$ cat src/rtl/cpc_ram_sequencer.sv
// Arbitrates CPU byte accesses and 16-bit video word fetches onto one byte-wide
// request/acknowledge memory port. Video has priority; the CPU stalls on cpu_wait.
module cpc_ram_sequencer #(
    parameter logic [6:0] VID_BASE = 7'b0000010
) (
    input  logic        CLK,
    input  logic        reset,
    input  logic        cpu_rd,
    input  logic        cpu_wr,
    input  logic [22:0] cpu_A,
    input  logic [7:0]  cpu_D,
    output logic [7:0]  cpu_Q,
    output logic        cpu_wait,
    input  logic        vid_req,
    input  logic [15:0] vid_A,
    output logic [15:0] vid_data,
    output logic        vid_valid,
    output logic        vid_ovf,
    output logic        mem_rd,
    output logic        mem_wr,
    output logic [22:0] mem_A,
    output logic [7:0]  mem_DO,
    input  logic [7:0]  mem_DI,
    input  logic        mem_ack
);

    typedef enum logic [1:0] {StIdle, StCpu, StVlo, StVhi} state_e;

    state_e      state_q, state_d;
    logic        cpu_rd_q, cpu_wr_q;
    logic        cpu_pend_q, cpu_is_wr_q;
    logic [22:0] cpu_a_q;
    logic [7:0]  cpu_d_q;
    logic        vid_pend_q;
    logic [14:0] vid_a_q;
    logic [7:0]  vid_lo_q;

    logic        cpu_edge, cpu_done, vid_lo_done, vid_done;
    logic        mem_rd_d, mem_wr_d;
    logic [22:0] mem_a_d;
    logic [7:0]  mem_do_d, cpu_q_d;
    logic [15:0] vid_data_d;
    logic        vid_valid_d;
    logic        unused_vid_a0;

    assign unused_vid_a0 = vid_A[0];
    assign cpu_edge      = (cpu_rd & ~cpu_rd_q) | (cpu_wr & ~cpu_wr_q);
    assign cpu_done      = (state_q == StCpu) & mem_ack;
    assign vid_lo_done   = (state_q == StVlo) & mem_ack;
    assign vid_done      = (state_q == StVhi) & mem_ack;
    // The pending CPU slot and the stall are the same condition.
    assign cpu_wait      = cpu_pend_q;

    always_ff @(posedge CLK or posedge reset) begin
        if (reset) begin
            cpu_rd_q    <= 1'b0;
            cpu_wr_q    <= 1'b0;
            cpu_pend_q  <= 1'b0;
            cpu_is_wr_q <= 1'b0;
            cpu_a_q     <= '0;
            cpu_d_q     <= '0;
            vid_pend_q  <= 1'b0;
            vid_a_q     <= '0;
            vid_lo_q    <= '0;
            vid_ovf     <= 1'b0;
        end else begin
            cpu_rd_q <= cpu_rd;
            cpu_wr_q <= cpu_wr;
            if (cpu_done) begin
                cpu_pend_q <= 1'b0;
            end else if (cpu_edge && !cpu_pend_q) begin
                cpu_pend_q  <= 1'b1;
                cpu_is_wr_q <= cpu_wr & ~cpu_wr_q;  // write wins on a joint edge
                cpu_a_q     <= cpu_A;
                cpu_d_q     <= cpu_D;
            end
            // The video slot stays set until the high byte is acknowledged.
            if (vid_done) begin
                vid_pend_q <= 1'b0;
            end else if (vid_req && !vid_pend_q) begin
                vid_pend_q <= 1'b1;
                vid_a_q    <= vid_A[15:1];
            end
            if (vid_req && vid_pend_q) begin
                vid_ovf <= 1'b1;
            end
            if (vid_lo_done) begin
                vid_lo_q <= mem_DI;
            end
        end
    end

    always_ff @(posedge CLK or posedge reset) begin
        if (reset) begin
            state_q <= StIdle;
        end else begin
            state_q <= state_d;
        end
    end

    always_comb begin
        state_d = state_q;
        case (state_q)
            StIdle: begin
                if (vid_pend_q) begin
                    state_d = StVlo;
                end else if (cpu_pend_q) begin
                    state_d = StCpu;
                end
            end
            StCpu:   if (mem_ack) state_d = StIdle;
            StVlo:   if (mem_ack) state_d = StVhi;
            StVhi:   if (mem_ack) state_d = StIdle;
            default: state_d = StIdle;
        endcase
    end

    // Outputs are decoded from the next state so requests are registered from FSM entry.
    always_comb begin
        mem_rd_d    = 1'b0;
        mem_wr_d    = 1'b0;
        mem_a_d     = mem_A;
        mem_do_d    = mem_DO;
        cpu_q_d     = cpu_Q;
        vid_data_d  = vid_data;
        vid_valid_d = vid_done;
        unique case (state_d)
            StCpu: begin
                mem_rd_d = ~cpu_is_wr_q;
                mem_wr_d = cpu_is_wr_q;
                mem_a_d  = cpu_a_q;
                mem_do_d = cpu_d_q;
            end
            StVlo: begin
                mem_rd_d = 1'b1;
                mem_a_d  = {VID_BASE, vid_a_q, 1'b0};
            end
            StVhi: begin
                mem_rd_d = 1'b1;
                mem_a_d  = {VID_BASE, vid_a_q, 1'b1};
            end
            default: ;
        endcase
        if (cpu_done && !cpu_is_wr_q) begin
            cpu_q_d = mem_DI;
        end
        if (vid_done) begin
            vid_data_d = {mem_DI, vid_lo_q};
        end
    end

    always_ff @(posedge CLK or posedge reset) begin
        if (reset) begin
            mem_rd    <= 1'b0;
            mem_wr    <= 1'b0;
            mem_A     <= '0;
            mem_DO    <= '0;
            cpu_Q     <= '0;
            vid_data  <= '0;
            vid_valid <= 1'b0;
        end else begin
            mem_rd    <= mem_rd_d;
            mem_wr    <= mem_wr_d;
            mem_A     <= mem_a_d;
            mem_DO    <= mem_do_d;
            cpu_Q     <= cpu_q_d;
            vid_data  <= vid_data_d;
            vid_valid <= vid_valid_d;
        end
    end

endmodule

$ cat config.mk
export PLATFORM = sky130hd
export DESIGN_NAME = cpc_ram_sequencer
export DESIGN_NICKNAME = d
export VERILOG_FILES = /design/src/rtl/cpc_ram_sequencer.sv
export SDC_FILE = /design/constraint.sdc
export NUM_CORES = 1
export LEC_CHECK = 0
export CORE_MARGIN = 2
export CORE_UTILIZATION = 44
export DETAILED_ROUTE_END_ITERATION = 6
export GPL_TIMING_DRIVEN = 0
export HOLD_SLACK_MARGIN = 0.02
export PLACE_DENSITY = 0.75
export REMOVE_ABC_BUFFERS = 1
export SKIP_CTS_REPAIR_TIMING = 1
export SYNTH_ARGS = -nofsm -noshare
export SYNTH_HDL_FRONTEND = slang
export SYNTH_SLANG_ARGS = --single-unit
$ cat constraint.sdc
create_clock -name CLK -period 3.9 [get_ports CLK]
set_clock_uncertainty 0.1 [all_clocks]
set_input_delay 0.78 -clock CLK [delete_from_list [all_inputs] [get_ports CLK]]
set_output_delay 0.78 -clock CLK [all_outputs]
set_load 0.02 [all_outputs]
======== After elaboration in Yosys (flattened, before gate mapping) ========
Cells that the tools add are included.
storage, ports and cells
  output and inout bits ................... 60
  bits in registers ....................... 120
  logic and storage cells ................. 62
  input bits .............................. 61
cells by class
  equal/unequal tests ..................... 6
  multiplexer cells ....................... 12
  bitwise logic cells ..................... 11
  reduce and logical (&&, ||, !) cells .... 15
operators with widths
  kind                                                 number
  one-hot mux 23 bit (3 select lines)                  1
  equality test 2 bit, second input constant           4
  two-way mux 2 bit                                    4
  one-hot mux 2 bit (3 select lines)                   1
  bitwise AND 1 bit                                    5
  two-way mux 1 bit                                    5
  inverter 1 bit                                       5
  equality test 2 x 1 -> 1 bit, second input constant  2
  logical AND 1 bit                                    4
  AND reduction 2 bit                                  2
  nonzero test 2 bit                                   2
  OR reduction 2 bit                                   2
  logical NOT 1 bit                                    3
  nonzero test 3 bit                                   1
  logical NOT 2 bit                                    1
  one-hot mux 1 bit (2 select lines)                   1
  OR 1 bit                                             1

======== Longest topological paths before layout ========
Gate-level depths: netlist of the first run.
  depth after elaboration ................. 6
  depth in mapped cells ................... 8
  depth with buffers taken out ............ 5

======== Worst setup path before layout of the first run ========
OpenSTA, ideal clock, no wires.
  path type ............................... input to register
  start point ............................. in mem_ack
  end point ............................... reg cpu_a_q[11]
  required time ........................... 3.675 ns
  path buffers ............................ 1
  setup slack ............................. 1.946 ns
  library setup time ...................... 0.125 ns
  cell stages on the path ................. 5
  arrival ................................. 1.729 ns
  cells stage by stage .................... nand2_1 -> nor2_2 -> a211oi_4 -> buf_4 -> mux2_2
between the ends
  cells in the longest elaborated chain, start to end .. 3
ends and longest elaborated chain
  what                           line  RTL
  start, declared                24    input logic mem_ack
  bitwise AND 1 bit              48    assign cpu_done = (state_q == StCpu) & mem_ack;
  inverter 1 bit (no line)       -
  AND reduction 2 bit (no line)  -
  end signal, assigned           74    cpu_a_q <= cpu_A;
  end, declared                  32    logic [22:0] cpu_a_q;
No other way between the ends.
A chain may end at the register's enable or synchronous reset.

======== Worst setup path after layout of the first run ========
  start point ............................. in mem_ack
  end point ............................... reg mem_A[1]
between the ends
  cells in the longest elaborated chain, start to end .. 4
  elaborated cells between the ends (all ways) .. 8
  classes of those cells .................. eq/ne: 3; mux: 4; reduce/logical: 1
ends and longest elaborated chain
  what                                                                              line           RTL
  two-way mux 2 bit, on equally long branches                                       111, 113, 112
  one-hot mux 2 bit (3 select lines) (*)                                            103            case (state_q)
  equality test 2 bit / equality test 2 x 1 -> 1 bit (equally long branches)        127            unique case (state_d)
  one-hot mux 23 bit (3 select lines) / nonzero test 3 bit (equally long branches)  -
  end signal, assigned                                                              164            mem_A <= mem_a_d;
  end, declared                                                                     21             output logic [22:0] mem_A,
Every way passes the cells marked *; elsewhere a longest branch is shown, timed or not.

==> flow_metrics.env, run 1 <==
export IMPL_fin_hold_ws_ns=0.378
export IMPL_hold_depth=1
export IMPL_grt_max_degree=64
export IMPL_ios=121
export IMPL_hold_class="reg -> reg"
export IMPL_dp_slack_ns=0.613
export IMPL_min_delay_start="cpu_a_q[17]"
export IMPL_setup_ws_ns=1.10
export IMPL_synth_distinct_cells=30
export IMPL_power_leakage_uw=0.00278
export IMPL_status="complete, no violations"
export IMPL_yosysSeqAreaShare_pct=63.4
export IMPL_nets=526
export IMPL_ys_seq_elements=120
export IMPL_p_seq_share_pct=36.6
export IMPL_grt_pass1_vias=3466
export IMPL_cts_root_buf="clkbuf_8"
export IMPL_cp_top_family="compound AO/OA/AOI/OAI gates"
export IMPL_min_period_ns=2.80
export IMPL_setup_viol_count_final=0
export IMPL_num_antenna_cells=0
export IMPL_r2r_setup_slack_ns=1.43
export IMPL_drt_wl_total_um=10700
export IMPL_detail_route_antenna_nets=0
export IMPL_vdd_ir_drop_max_uv=442
export IMPL_pwr_share_clk_pct=25.7
export IMPL_rows=37
export IMPL_switching_share_pct=33.3
export IMPL_chipWidth_um=108
export IMPL_h_tree_depth=4
export IMPL_yosysTopAreaCell="dfrtp_1"
export IMPL_worstMarginPinSlew_ns=1.18
export IMPL_min_period_over_period_pct=71.9
export IMPL_multi_input_area_um2=1600
export IMPL_synthesis_area_um2=4730
export IMPL_wire_per_inst_um=17.5
export IMPL_area_delta_synth_final_pct=40.1
export IMPL_synth_compound_area_share_pct=8.43
export IMPL_synth_top_family_by_area="multiplexers"
export IMPL_design_area_um2=6630
export IMPL_drcViolationCount=0
export IMPL_post_synth_top_count_cell="dfrtp_1"
export IMPL_synth_xor_area_share_pct=0
export IMPL_antenna_found_initial=0
export IMPL_intPower_uw=3980
export IMPL_path_class="in -> reg"
export IMPL_r2r_start="state_q[1]"
export IMPL_cp_cell_sequence="clkdlybuf4s50_1, nand2b_1, o21a_1, inv_2, a31oi_1, a21oi_1"
export IMPL_power_switching_uw=1980
export IMPL_crit_fanout=23
export IMPL_ys_async_sr_fraction_pct=100
export IMPL_post_synth_mux_area_share_pct=20.7
export IMPL_path_buf_inv=2
export IMPL_instances_no_fill=614
export IMPL_die_y_um=108
export IMPL_drv_cap=0
export IMPL_slowest_delay_ns=0.69
export IMPL_fmax_mhz=357
export IMPL_cp_start_kind="primary input"
export IMPL_firstDrtPassIters=6
export IMPL_placed_area_um2=6050
export IMPL_track_usage_pct=19.8
export IMPL_total_power_uw=5960
export IMPL_cp_required_ns=4.18
export IMPL_drv_slew=0
export IMPL_rsz0062_at_grt="false"
export IMPL_clk_latency_ns=0.51
export IMPL_first_iter_violations=162
export IMPL_layout_drive_gt1_share_pct=22.4
export IMPL_clockBufferDepth=2
export IMPL_setup_worst_path_end_class="flop"
export IMPL_synthSimpleGateAreaFrac_pct=4.65
export IMPL_numCtsBuffers=17
export IMPL_cts_tree="built"
export IMPL_whs_endpoint="cpu_a_q[17]"
export IMPL_power_density_nw_per_um2=898
export IMPL_hold_viol=0
export IMPL_nFillCells=792
export IMPL_io_buffers=119
export IMPL_crit_cells=6
export IMPL_vias=3232
export IMPL_grt_pass1_wl_um=17300
export IMPL_crit_path_top_delay_cell="o21a_1"
export IMPL_die_area_um2=11600
export IMPL_yosysWarnings=0
export IMPL_synthTopCellsByArea="dfrtp_1, mux2_2, mux2_1"
export IMPL_viasPerCell=5.26
export IMPL_grt_overflow=0
export IMPL_clock_sinks=120
export IMPL_core_um2=10400
export IMPL_synth_edf_count=0
export IMPL_synth_common_cells="dfrtp_1, mux2_2, o21ai_0, a21oi_1, nor2_1"
export IMPL_p_comb_share_pct=37.8
export IMPL_syn_inst=343
export IMPL_start_util_pct=45.7
export IMPL_synth_avg_cell_area_um2=13.8
export IMPL_ff2ff_path_depth=5
export IMPL_seqCellArea_um2=3000
export IMPL_arrival_ns=3.09
export IMPL_yosysTopAreaCellShare_pct=63.4
export IMPL_gp_congestion=0.712
export IMPL_reg2reg_to="mem_A[1]"
export IMPL_clk_pin_slew_ns=0.06
export IMPL_synth_fa_ha_area_share_pct=0
export IMPL_ys_flop_type="dfrtp_1"
export IMPL_dp_cells=582
export IMPL_dp_hpwl_um=6850
export IMPL_max_slew_margin_pct=21.0
==> layout make-up <==
class,instances,share of cell area (%)
well taps,136,2.57
repair buffers,122,18.8
flip-flops and latches,120,45.3
clock buffers,23,6.89
clock inverters,9,1.85
inverters,7,0.472
multi-input cells,197,24.1
==> power groups by stage <==
| stage | clock [uW] | combinational (uW) | sequential (uW) |
|---|---|---|---|
| finish | 1530 | 2250 | 2180 |
| detailed placement | 0 | 2260 | 2190 |
| floorplan | 0 | 964 | 2490 |
| global placement | 0 | 2200 | 2160 |
| CTS | 1560 | 2280 | 2180 |
| global route | 1620 | 2420 | 2260 |
==> kinds of logic after synthesis <==
| kind of cell | Yosys count |
|---|---|
| AND/OR/NAND/NOR | 43 |
| buffers and inverters | 26 |
| flip-flops | 120 |
| multiplexers | 87 |
| AO/OA/AOI/OAI | 67 |
==> placed cells by master (no fill, tap or decap), drive strengths merged <==
master,count
a211oi,1
a21o,1
a21oi,22
a31oi,16
and2,1
and2b,1
buf,3
bufinv,3
clkbuf,23
clkdlybuf4s50,119
clkinv,5
clkinvlp,1
dfrtp,120
inv,7
mux2,86
mux2i,1
nand2,2
nand2b,4
nand3,10
nand3b,1
nand4,1
nor2,22
nor3,1
o211a,1
o211ai,1
o21a,1
o21ai,24
==> metrics by stage <==
| step | TNS (ns) | util [%] |
|---|---|---|
| 2_1_floorplan | -19.90 | - |
| 3_3_place_gp | -207.76 | 57.7 |
| 3_5_place_dp | 0 | 58.4 |
| 4_1_cts | 0 | 64.0 |
| 5_1_grt | 0 | 64.0 |
| 6_report | 0 | 64.0 |
==> sequential cells by signal, indices dropped and copies added (netlist names) <==
| register | flops |
|---|---|
| cpu_wr_q | 1 |
| vid_valid | 1 |
| vid_a_q | 15 |
| mem_A | 23 |
| cpu_a_q | 23 |
| mem_rd | 1 |
| vid_ovf | 1 |
| state_q | 2 |
| vid_data | 16 |
| cpu_d_q | 8 |
| cpu_wait | 1 |
| mem_wr | 1 |
| vid_lo_q | 8 |
| cpu_Q | 8 |
| mem_DO | 8 |
| vid_pend_q | 1 |
| cpu_rd_q | 1 |
| cpu_is_wr_q | 1 |
==> layer usage <==
metal / global-route usage, % / vias to the layer above / wire length (um) / share of wire, %
met3: 4.60 / 20 / 482 / 4.5
met2: 32.8 / 93 / 5510 / 51
met1: 23.7 / 1653 / 4480 / 42
met5: 0 / - / 0 / 0
li1: - / 1466 / - / -
met4: 11.3 / 0 / 254 / 2.4
==> how the worst max path moves through the flow <==
stage / from / end / slack, ns
after floorplan: reset / cpu_Q[0] / -0.17
after global placement: reset / cpu_d_q[7] / -1.74
after detailed placement: mem_ack / mem_A[12] / 0.61
after CTS: mem_ack / mem_A[1] / 1.12
after global routing: mem_ack / mem_A[1] / 0.98
final: mem_ack / mem_A[1] / 1.10
(Power assumes the default switching activity.)
==> run 2: changes to the inputs <==
==> constraint.sdc (replaced) <==
create_clock -name CLK -period 2.3 [get_ports CLK]
set_clock_uncertainty 0.1 [all_clocks]
set_input_delay 0.46 -clock CLK [delete_from_list [all_inputs] [get_ports CLK]]
set_output_delay 0.46 -clock CLK [all_outputs]
set_load 0.02 [all_outputs]
==> run 2 against run 1 <==
Via count about the same; sequential share of layout area decreased by 0.14 points; total power is 70% higher; global-route usage unchanged; sequential power increased by 70%; utilization is 0.19 points higher; largest power group unchanged; wire length up 0.49%; critical endpoint unchanged; die area did not move; combinational power increased by 70%; critical path type unchanged; critical path depth stayed put.
==> flow_metrics.env, run 2 (same netlist as run 1, synthesis figures left out) <==
export IMPL_status="complete, no violations"
export IMPL_intPower_uw=6750
export IMPL_path_class="in -> reg"
export IMPL_grt_max_degree=64
export IMPL_viasPerCell=5.26
export IMPL_start_util_pct=45.7
export IMPL_largest_registers="cpu_a_q x23, mem_A x23, vid_data x16"
export IMPL_core_um2=10400
export IMPL_cp_required_ns=2.58
export IMPL_dp_hpwl_um=6850
export IMPL_grt_pass1_vias=3466
export IMPL_drcViolationCount=0
export IMPL_power_switching_uw=3380
export IMPL_clk_pin_slew_ns=0.05
export IMPL_placed_area_um2=6050
export IMPL_detail_route_antenna_nets=0
export IMPL_nets=526
export IMPL_num_antenna_cells=0
export IMPL_numCtsBuffers=17
export IMPL_io_buffers=119
export IMPL_setup_worst_path_end_class="flop"
export IMPL_clock_sinks=120
export IMPL_seqCellArea_um2=3000
export IMPL_p_comb_share_pct=37.8
export IMPL_area_delta_synth_final_pct=40.5
export IMPL_drv_slew=0
export IMPL_die_area_um2=11600
export IMPL_hold_class="in -> async"
export IMPL_clk_latency_ns=0.51
export IMPL_power_density_nw_per_um2=1520
export IMPL_total_power_uw=10100
export IMPL_arrival_ns=2.45
export IMPL_final_cell_mix="dfrtp_1, clkdlybuf4s50_1, mux2_2"
export IMPL_cts_root_buf="clkbuf_8"
export IMPL_fin_hold_ws_ns=0.275
export IMPL_setup_viol_count_final=0
export IMPL_clockBufferDepth=2
export IMPL_gp_congestion=0.712
export IMPL_vias=3229
export IMPL_hold_viol=0
export IMPL_max_slew_margin_pct=24.1
export IMPL_firstDrtPassIters=4
export IMPL_h_tree_depth=4
export IMPL_power_leakage_uw=0.00279
export IMPL_die_y_um=108
export IMPL_rsz0062_at_grt="false"
export IMPL_wire_per_inst_um=17.6
export IMPL_design_area_um2=6650
export IMPL_drt_wl_total_um=10800
export IMPL_drv_cap=0
export IMPL_grt_pass1_wl_um=17300
export IMPL_vdd_ir_drop_max_uv=750
export IMPL_dp_cells=582
export IMPL_antenna_found_initial=0
export IMPL_first_iter_violations=136
export IMPL_switching_share_pct=33.3
export IMPL_grt_overflow=0
export IMPL_cts_tree="built"
export IMPL_rows=37
export IMPL_track_usage_pct=19.8
export IMPL_multi_input_area_um2=1620
export IMPL_cp_start_kind="primary input"
export IMPL_layout_drive_gt1_share_pct=22.8
export IMPL_pwr_share_clk_pct=25.6
export IMPL_ios=121
export IMPL_chipWidth_um=108
export IMPL_min_period_over_period_pct=94.5
export IMPL_worstMarginPinSlew_ns=1.14
export IMPL_p_seq_share_pct=36.6
export IMPL_min_period_ns=2.17
export IMPL_layout_commonest_cell="dfrtp_1"
export IMPL_instances_no_fill=614
export IMPL_crit_fanout=23
export IMPL_nFillCells=791
export IMPL_fmax_mhz=460
run 2: cell counts in the layout (fill, tap and decap cells not counted):
Identical to the previous run, type by type.
run 2: stage by stage:
stage,utilization [%],TNS [ns],setup slack (ns)
final,64.2,0,0.128
after global routing,64.2,0,0.00947
after CTS,64.0,-3.20,-0.177
after detailed placement,58.4,-33.43,-0.667
after global placement,57.7,-417.80,-3.02
after floorplan,-,-173.50,-1.45
run 2: power by group through the flow:
stage               clock [uW]  combinational, uW  sequential, uW
floorplan                    0               1630            4220
global placement             0               3720            3660
detailed placement           0               3840            3720
CTS                       2640               3870            3700
global route              2740               4120            3840
finish                    2590               3830            3710
run 2: final timing paths:
| kind | slack, ns | startpoint | cells after the start | to |
|---|---|---|---|---|
| worst min-delay path | 0.27 | reset | 2 | vid_a_q[13] |
| worst min register to register | 0.38 | cpu_d_q[3] | 1 | cpu_d_q[3] |
| worst max-delay path | 0.13 | mem_ack | 6 | mem_A[1] |
| min in group CLK | 0.33 | cpu_rd | 1 | cpu_rd_q |
| max in group asynchronous | 1.14 | reset | 3 | mem_A[19] |
| worst max register to register | 0.13 | vid_pend_q | 4 | mem_A[1] |
run 2: worst max-delay path: stages:
cell and delay [ns]:
clkdlybuf4s50_1 0.63, nand2b_1 0.21, o21a_2 0.44, inv_2 0.30, a31oi_1 0.27, a21oi_1 0.11
run 2: metal layers:
metal	part of all wire (%)	wire length, um	vias up	GRT usage (%)
met2	51	5550	89	32.8
met5	0	0	-	0
met4	2.4	255	0	11.3
met1	42	4490	1656	23.7
met3	4.5	490	20	4.60
li1	-	-	1464	-
run 2: layout make-up:
| class | count | area share [%] |
|---|---|---|
| Multi-Input combinational cell | 197 | 24.4 |
| Clock inverter | 9 | 1.84 |
| Inverter | 7 | 0.470 |
| Tap cell | 136 | 2.56 |
| Timing Repair Buffer | 122 | 18.8 |
| Sequential cell | 120 | 45.1 |
| Clock buffer | 23 | 6.86 |
==> run 3: changes to the inputs <==
--- a/config.mk
+++ b/config.mk
@@ -10,7 +10,7 @@
 export DETAILED_ROUTE_END_ITERATION = 6
 export GPL_TIMING_DRIVEN = 0
 export HOLD_SLACK_MARGIN = 0.02
-export PLACE_DENSITY = 0.75
+export PLACE_DENSITY = 0.76
 export REMOVE_ABC_BUFFERS = 1
 export SKIP_CTS_REPAIR_TIMING = 1
 export SYNTH_ARGS = -nofsm -noshare
==> run 3 against run 2 <==
Design area increased by 0.28%; non-clock buffer count unchanged; largest cell class unchanged; sequential cell count unchanged; clock power about the same; total power increased by 0.21%; global-route usage decreased by 0.46 points; highest routed layer unchanged; first-iteration DRC count increased by 9.6%; worst setup slack got worse by 0.017 ns; fmax decreased by 0.78%; utilization increased by 0.18 points; via count decreased by 2.5%; sequential power about the same.
==> flow_metrics.env, run 3 (same netlist as run 1, synthesis figures left out) <==
export IMPL_status="complete, no violations"
export IMPL_max_slew_margin_pct=18.9
export IMPL_fmax_mhz=457
export IMPL_core_um2=10400
export IMPL_dp_hpwl_um=6960
export IMPL_viasPerCell=5.14
export IMPL_chipWidth_um=108
export IMPL_vdd_ir_drop_max_uv=912
export IMPL_first_iter_violations=149
export IMPL_rsz0062_at_grt="false"
export IMPL_cts_tree="built"
export IMPL_vias=3149
export IMPL_clk_pin_slew_ns=0.06
export IMPL_firstDrtPassIters=4
export IMPL_clk_latency_ns=0.50
export IMPL_drv_slew=0
export IMPL_dp_slack_ns=-0.671
export IMPL_grt_overflow=0
export IMPL_setup_worst_path_end_class="flop"
export IMPL_grt_max_degree=63
export IMPL_area_delta_synth_final_pct=40.9
export IMPL_min_period_over_period_pct=95.2
export IMPL_ios=121
export IMPL_grt_pass1_vias=3317
export IMPL_min_period_ns=2.19
export IMPL_worstMarginPinSlew_ns=1.21
export IMPL_layout_commonest_cell="dfrtp_1"
export IMPL_nets=526
export IMPL_power_leakage_uw=0.00280
export IMPL_h_tree_depth=4
export IMPL_fin_hold_ws_ns=0.301
export IMPL_setup_viol_count_final=0
export IMPL_die_area_um2=11600
export IMPL_arrival_ns=2.51
export IMPL_design_area_um2=6670
export IMPL_path_class="reg -> reg"
export IMPL_drcViolationCount=0
export IMPL_final_cell_mix="dfrtp_1, clkdlybuf4s50_1, mux2_2"
export IMPL_cp_required_ns=2.62
export IMPL_start_util_pct=45.7
export IMPL_placed_area_um2=6070
export IMPL_setup_ws_ns=0.110
export IMPL_clockBufferDepth=2
export IMPL_clock_sinks=120
export IMPL_grt_pass1_wl_um=16800
export IMPL_gp_congestion=0.712
export IMPL_numCtsBuffers=17
export IMPL_die_y_um=108
export IMPL_instances_no_fill=613
export IMPL_hold_viol=0
export IMPL_wire_per_inst_um=17.5
export IMPL_antenna_found_initial=0
export IMPL_cts_root_buf="clkbuf_8"
export IMPL_dp_cells=582
export IMPL_num_antenna_cells=0
export IMPL_hold_class="in -> async"
export IMPL_layout_drive_gt1_share_pct=23.1
export IMPL_crit_fanout=23
export IMPL_largest_registers="cpu_a_q x23, mem_A x23, vid_data x16"
export IMPL_drv_cap=0
export IMPL_drt_wl_total_um=10700
export IMPL_track_usage_pct=19.4
export IMPL_detail_route_antenna_nets=0
export IMPL_cp_start_kind="flop"
export IMPL_rows=37
export IMPL_io_buffers=119
export IMPL_power_density_nw_per_um2=1520
[run 3: power breakdown]
part           leakage (uW)  switching (uW)  internal (uW)  total (uW)
Clock              0.000290             881           1720        2600
Sequential          0.00143             556           3140        3700
Combinational       0.00108            1930           1920        3850
Total               0.00280            3370           6780       10100
[run 3: final timing paths]
path                          start     endpoint  slack [ns]  depth (start not counted)
setup reg to reg           cpu_wait     mem_A[4]        0.11                          4
setup / recovery           cpu_wait     mem_A[4]        0.11                          4
hold / removal                reset  cpu_a_q[10]        0.30                          2
hold reg to reg             vid_ovf      vid_ovf        0.38                          1
min in group CLK             cpu_wr     cpu_wr_q        0.32                          1
max in group asynchronous     reset    mem_DO[0]        1.13                          3
[run 3: worst max-delay path, cell delays in order, from the launching register on]
cell and delay, ns:
dfrtp_1 0.43, and2b_1 0.22, o211ai_2 0.94, a31oi_1 0.20, a21oi_1 0.21
[run 3: area by class of cell]
type,count,area [um^2]
fillers,805,3700
clock inverters,9,123
flip-flops and latches,120,3000
inverters,7,31.3
clock buffers,22,463
repair buffers,122,1260
well taps,136,170
multi-input cells,197,1620
[run 3: routing by layer]
layer  global-route usage (%)  up-vias  routed length [um]
li1                         -     1460                   -
met1                     24.0     1585                4550
met2                     31.0       92                5240
met3                     7.51       12                 805
met4                     6.78        0                 120
met5                        0        -                   0
[run 3: per-stage QoR]
| stage | TNS, ns | utilization (%) | total power (uW) |
|---|---|---|---|
| 2_1_floorplan | -173.50 | - | 5850 |
| 3_3_place_gp | -411.90 | 57.7 | 7390 |
| 3_5_place_dp | -31.92 | 58.5 | 7580 |
| 4_1_cts | -3.06 | 64.1 | 10200 |
| 5_1_grt | 0 | 64.3 | 10700 |
| 6_report | 0 | 64.3 | 10100 |
